[config.mk]
export PLATFORM = sky130hd
export DESIGN_NAME = enc_onehot2bin
export DESIGN_NICKNAME = d
export VERILOG_FILES = /design/src/rtl/enc_onehot2bin.sv
export SDC_FILE = /design/constraint.sdc
export NUM_CORES = 1
export LEC_CHECK = 0
export ABC_CLOCK_PERIOD_IN_PS = 27000
export CORE_ASPECT_RATIO = 0.75
export CORE_MARGIN = 1
export CORE_UTILIZATION = 58
export DETAILED_ROUTE_END_ITERATION = 16
export PLACE_DENSITY_LB_ADDON = 0.2
export SLEW_MARGIN = 20
export SYNTH_ARGS = -nofsm -noshare
export SYNTH_HDL_FRONTEND = slang
export SYNTH_SLANG_ARGS = --single-unit
export TNS_END_PERCENT = 30
[constraint.sdc]
create_clock -name clk -period 27 [get_ports clk]
set_clock_uncertainty 0.05 [all_clocks]
set_input_delay 6.75 -clock clk [delete_from_list [all_inputs] [get_ports clk]]
set_output_delay 6.75 -clock clk [all_outputs]
set_load 0.1 [all_outputs]
[src/rtl/enc_onehot2bin.sv]
`default_nettype none
// ============================================================================
// Module      : enc_onehot2bin
// Description : Two-stage pipelined one-hot to binary encoder with a
//               valid/ready handshake, backpressure, a per-word malformed
//               flag and a saturating, clearable error counter.
// Revision    : 1.0 - initial release
// ============================================================================
module enc_onehot2bin #(
   parameter int OH_W   = 15,
   parameter int BIN_W  = 4,
   parameter int ERRC_W = 8
) (
   input  logic              clk,
   input  logic              rst,
   input  logic              in_valid,
   output logic              in_ready,
   input  logic [OH_W-1:0]   in,
   output logic              out_valid,
   input  logic              out_ready,
   output logic [BIN_W-1:0]  out,
   output logic              out_err,
   output logic [ERRC_W-1:0] err_cnt,
   input  logic              err_clr
);

   localparam int               C_PC_W     = $clog2(OH_W + 1);
   localparam logic [BIN_W-1:0] C_ERR_CODE = '1;
   localparam logic [ERRC_W-1:0] C_CNT_MAX  = '1;

   // stage 1 (capture) registers
   logic              r_s1_valid;
   logic [BIN_W-1:0]  r_s1_code;
   logic              r_s1_err;
   // stage 2 (output) registers
   logic              r_s2_valid;
   logic [BIN_W-1:0]  r_s2_code;
   logic              r_s2_err;
   logic [ERRC_W-1:0] r_err_cnt;

   logic [C_PC_W-1:0] w_popcnt;
   logic [BIN_W-1:0]  w_idx;
   logic              w_err;
   logic [BIN_W-1:0]  w_code;
   logic              w_s2_free;
   logic              w_s1_move;
   logic              w_accept;
   logic              w_acc_err;

   // Count set bits and remember the index of the highest one; the index is
   // only meaningful when exactly one bit is set.
   always_comb begin
      w_popcnt = '0;
      w_idx    = '0;
      for (int k = 0; k < OH_W; k++) begin
         if (in[k]) begin
            w_popcnt = w_popcnt + C_PC_W'(1);
            w_idx    = BIN_W'(k);
         end
      end
   end

   assign w_err  = (w_popcnt != C_PC_W'(1));
   assign w_code = w_err ? C_ERR_CODE : w_idx;

   // Handshake: stage 2 can take a word when empty or draining this cycle;
   // stage 1 can take a word when empty or moving forward this cycle. The
   // out_ready -> in_ready combinational path is intentional (no bubble).
   assign w_s2_free = !r_s2_valid || out_ready;
   assign w_s1_move = r_s1_valid && w_s2_free;
   assign in_ready  = !rst && (!r_s1_valid || w_s2_free);
   assign w_accept  = in_valid && in_ready;
   assign w_acc_err = w_accept && w_err;

   // Stage 1: load on acceptance, otherwise empty out when the word moves on.
   always_ff @(posedge clk) begin
      if (rst) begin
         r_s1_valid <= 1'b0;
         r_s1_code  <= '0;
         r_s1_err   <= 1'b0;
      end else if (w_accept) begin
         r_s1_valid <= 1'b1;
         r_s1_code  <= w_code;
         r_s1_err   <= w_err;
      end else if (w_s1_move) begin
         r_s1_valid <= 1'b0;
      end
   end

   // Stage 2: take whatever stage 1 holds whenever it is free; hold on stall.
   always_ff @(posedge clk) begin
      if (rst) begin
         r_s2_valid <= 1'b0;
         r_s2_code  <= '0;
         r_s2_err   <= 1'b0;
      end else if (w_s2_free) begin
         r_s2_valid <= r_s1_valid;
         if (r_s1_valid) begin
            r_s2_code <= r_s1_code;
            r_s2_err  <= r_s1_err;
         end
      end
   end

   // Error counter: a clear and a same-cycle error give 1 (clear, then count);
   // otherwise count malformed acceptances up to saturation.
   always_ff @(posedge clk) begin
      if (rst) begin
         r_err_cnt <= '0;
      end else if (err_clr) begin
         r_err_cnt <= w_acc_err ? ERRC_W'(1) : '0;
      end else if (w_acc_err && (r_err_cnt != C_CNT_MAX)) begin
         r_err_cnt <= r_err_cnt + ERRC_W'(1);
      end
   end

   assign out_valid = r_s2_valid;
   assign out       = r_s2_code;
   assign out_err   = r_s2_err;
   assign err_cnt   = r_err_cnt;

endmodule
`default_nettype wire

# == Word-level counts from Yosys, hierarchy flattened ==
# Cells that the tools add are included.
# word_totals
register_bits,20
input_bits,20
# classes
n_addsub,15
eq_ne,2
muxes,35
reduce_logical,13
# ops
cell,count
$mux 4,28
$add 4x1->4 const B,14
$mux 8,2
$add 8x1->8 const B,1
$ne 8x8->1 const B,1
$logic_and 1x1->1,5
$mux 1,5
$ne 4x1->1 const B,1
$reduce_bool 2->1,2
$logic_not 1->1,3
$logic_or 1x1->1,2
$reduce_and 2->1,1

# == Logic depth before layout (Yosys ltp) ==
# depth
depth_word,34
ltp_mapped,48

# == Worst setup path after synthesis ==
# OpenSTA, ideal clock, no wires.
# synth_path
path_kind,in2out
start,in out_ready
end,out in_ready
arrival_ns,8.353
t_required_ns,20.200
setup_slack_ns,11.847
cell_stages,2
n_path_buf,0
cell_sequence,nor2b_1 > a21oi_1
# synth_between
elab_chain_len,3
# synth_lines
element,line_no,source
start: declaration,20,"input logic out_ready,"
$logic_or 1x1->1,69,assign w_s2_free = !r_s2_valid || out_ready;
$logic_or 1x1->1,71,assign in_ready = !rst && (!r_s1_valid || w_s2_free);
$logic_and 1x1->1,71,
end: declaration,17,"output logic in_ready,"
# Every way passes these cells.

# == Final worst setup path ==
# layout_path
start,in in[0]
end,reg r_s1_code[3]
# layout_between
elab_chain_len,31
# layout_lines
element,line_no,source
start: declaration,18,"input logic [OH_W-1:0] in,"
$mux 1 (*),56,if (in[k]) begin
$add 4x1->4,57,w_popcnt = w_popcnt + C_PC_W'(1);
$mux 4 (*),56,
$add 4x1->4,57,
$mux 4 (*),56,
$add 4x1->4,57,
$mux 4 (*),56,
$add 4x1->4,57,
(+15 left out),n/a,
$add 4x1->4,57,
$mux 4 (*),56,
$add 4x1->4,57,
$mux 4 (*),56,
$add 4x1->4,57,
$mux 4 (*),56,
$ne 4x1->1 (*),63,assign w_err = (w_popcnt != C_PC_W'(1));
$mux 4 (*),64,assign w_code = w_err ? C_ERR_CODE : w_idx;
end signal: assignment,83,r_s1_code <= w_code;
end: declaration,33,logic [BIN_W-1:0] r_s1_code;
# Every way passes the cells marked *; elsewhere a longest branch is shown, timed or not.
# A chain may end at the register's enable or synchronous reset.

==> flow_summary.ini <==
[outcome]
status = complete, no violations

[sta]
slew_headroom_pct = 35.3
setup_violations = 0
fin_setup_tns_ps = 0
finalCritPeriodShare_pct = 59.9
slew_viol_final = 0
worst_pin_slew_ps = 967
hold_violations = 0
finalWorstPathRequiredPeriod_ps = 16190
rsz0062_at_grt = no
clock.fmax_mhz = 61.8

[routing]
num_vias = 2047
wl_per_cell_um = 13.6
route.detailed.drc = 0
drtAntennaViolNets = 0
routed_wl_um = 4870
avgViaCountPerCell = 5.70
drtPass1Iterations = 4
drt_iter0_markers = 190

[worst_setup_path]
startpoint_type = primary input
critical_path_class = primary input to flip-flop
reg2reg_from = out_valid
cp_common_cell = ha_1
worstSetupEndpointType = flip-flop
cp.required_ps = 27080
rrSetupSlack_ps = 25090
r2r-end = err_cnt[3]
critical-path-max-stage-delay_ps = 480
crit_arrival_ps = 16260
r2r_cells = 7
crit_fanout = 7
slowest_stage = clkdlybuf4s50_1

[floorplan]
die_w_um = 74.5
start_util_pct = 61.6
rows = 19
ios = 35
core_um2 = 3710
die_area_um2 = 4200
die_h_um = 56.4

[synthesis]
syn_avg_cell_area_um2 = 8.08
ys_seq_area_share_pct = 17.5
synth_area_leader_cell = dfxtp_1
dominantRegCellSynth = dfxtp_1
synthArstFlopShare_pct = 0
synth.distinct_cells = 60
synth_edf_count = 0
synth_top_area_share_pct = 17.5
postSynthCellCount = 283
synth_area_leaders = dfxtp_1 18%, ha_1 8.2%, xnor3_1 7.9%
synth_top_cells_by_count = 35 x nand2_1, 32 x nor2_1, 20 x dfxtp_1
yosysMostFrequentCell = nand2_1
synth.net_count = 318
yosys_warnings = 0
synth_area_um2 = 2290
ys_ff_latch = 20

[hold_path]
hp-start = r_s1_err
hold_path.class = flip-flop to flip-flop
hold_depth = 2
holdPathEnd = r_s1_err

[place]
place_hpwl_um = 3940
routabilityCongestion = 0.884
port_buffers = 34
placedInstanceArea_um2 = 2630

[cts]
hold_buffers = 0
cts-htree-levels = 1
clockBufferDepth = 2
ctsResizeCount = 0
postCtsSetupRepairBufs = 0
path_clk_slew_ps = 70
cts_sinks = 20
root_buffer = clkbuf_8
tritoncts = yes
cts_buffers = 3
clk_latency_ps = 260

[global_route]
grt_overflow = 0
antenna_found_initial = 0
grt_pass1_vias = 1863
grt_pass1_wl_um = 8670
grt_max_degree = 17
grt.total_usage_pct = 26.5

[power]
ir_drop_uv = 60.4
leakagePower_nw = 1.12
total_power_w = 0.000238
powerDensity_nw_per_um2 = 88.2

[final_layout]
finalInstanceArea_um2 = 2700
syn_to_final_growth_pct = 18.1
n_antenna_cell = 0
layout-drive-gt1-share_pct = 8.14
fin_nets = 343
fin_util_pct = 72.8

[flow_run]
drv_cap = 0
==> metal layers <==
layer  part of all wire (%)  up-vias  global-route usage, %
li1                       -     1039                      -
met4                      0        0                   2.43
met2                     41       73                   37.3
met3                    6.3        0                   4.85
met1                     53      935                   42.8
met5                      0        -                      0
==> power breakdown <==
| part | leakage, nW | switching, W | total (W) | internal [W] |
|---|---|---|---|---|
| clock | 0.0357 | 0.00000985 | 0.0000296 | 0.0000198 |
| combinational | 0.924 | 0.0000950 | 0.000175 | 0.0000798 |
| sequential | 0.164 | 0.00000178 | 0.0000336 | 0.0000318 |
| total | 1.12 | 0.000107 | 0.000238 | 0.000131 |
==> area by class of cell <==
cell class,count,area (um2)
flip-flops and latches,20,400
repair buffers,34,340
well taps,52,65.1
multi-input cells,231,1750
clock inverters,1,30.0
inverters,18,67.6
fillers,301,1010
clock buffers,3,41.3
==> registers in the layout (all words and copies together), names as in the netlist <==
name	cells
err_cnt	8
out	4
out_err	1
out_valid	1
r_s1_code	4
r_s1_err	1
r_s1_valid	1
==> how the worst max path moves through the flow <==
stage          startpoint           end  slack [ps]  depth (start not counted)
6_report            in[0]  r_s1_code[3]       10810                         46
5_1_grt             in[1]  r_s1_code[3]       10060                         46
4_1_cts             in[0]  r_s1_code[3]       10900                         46
3_5_place_dp        in[0]  r_s1_code[3]       10650                         46
3_3_place_gp        in[1]  r_s1_code[3]       10960                         46
2_1_floorplan   out_ready      in_ready       11850                          2
==> critical path, delay by kind of cell <==
kind	cells	cell delay [ps]
xor gates and xnor gates	2	370
buffers and inverters	4	750
AOI/OAI and AO/OA	12	1960
muxes	2	550
and+or+nand+nor	13	1980
adders and majority gates	13	3890
==> metrics by stage <==
stage	std cells	setup slack (ps)	hold slack, ps
after floorplan	283	11850	386
after global placement	355	10960	404
after detailed placement	355	10650	409
after CTS	359	10900	420
after global routing	359	10060	438
final	359	10810	420
==> cells in the final DEF, fill, tap and decap left out, types with 2 or more instances in the layout <==
cell type        instances
nor2_1                  32
o22ai_1                  3
a31o_2                   2
xnor2_1                 13
o21a_1                   2
nor3b_1                  4
ha_1                    15
nor3_1                   4
nor4bb_1                 2
xnor3_2                  2
nand2b_1                 4
and2_1                   5
and3_1                   2
inv_1                   17
nand4_1                  3
a311oi_1                 2
nand3_1                  5
o21ai_0                 10
mux2_2                   2
o31ai_1                  2
clkdlybuf4s50_1         34
nor2b_1                  3
xnor2_2                  3
a31oi_1                  6
clkbuf_8                 3
xor2_1                   9
xor2_2                   2
xnor3_1                  8
a21oi_1                 16
o21bai_1                 2
dfxtp_1                 20
mux2i_1                  6
or2_1                    2
o221ai_1                 2
nand2_1                 35
==> logic make-up after synthesis <==
logic type	Yosys count	synth area share (%)
buf+inv	32	5.75
simple gates	108	23.0
fa+ha+maj	15	8.21
mux	8	3.61
xor+xnor	38	23.0
flops	20	17.5
compound gates	62	18.9
No activity file was read; power rests on OpenSTA's default activity.
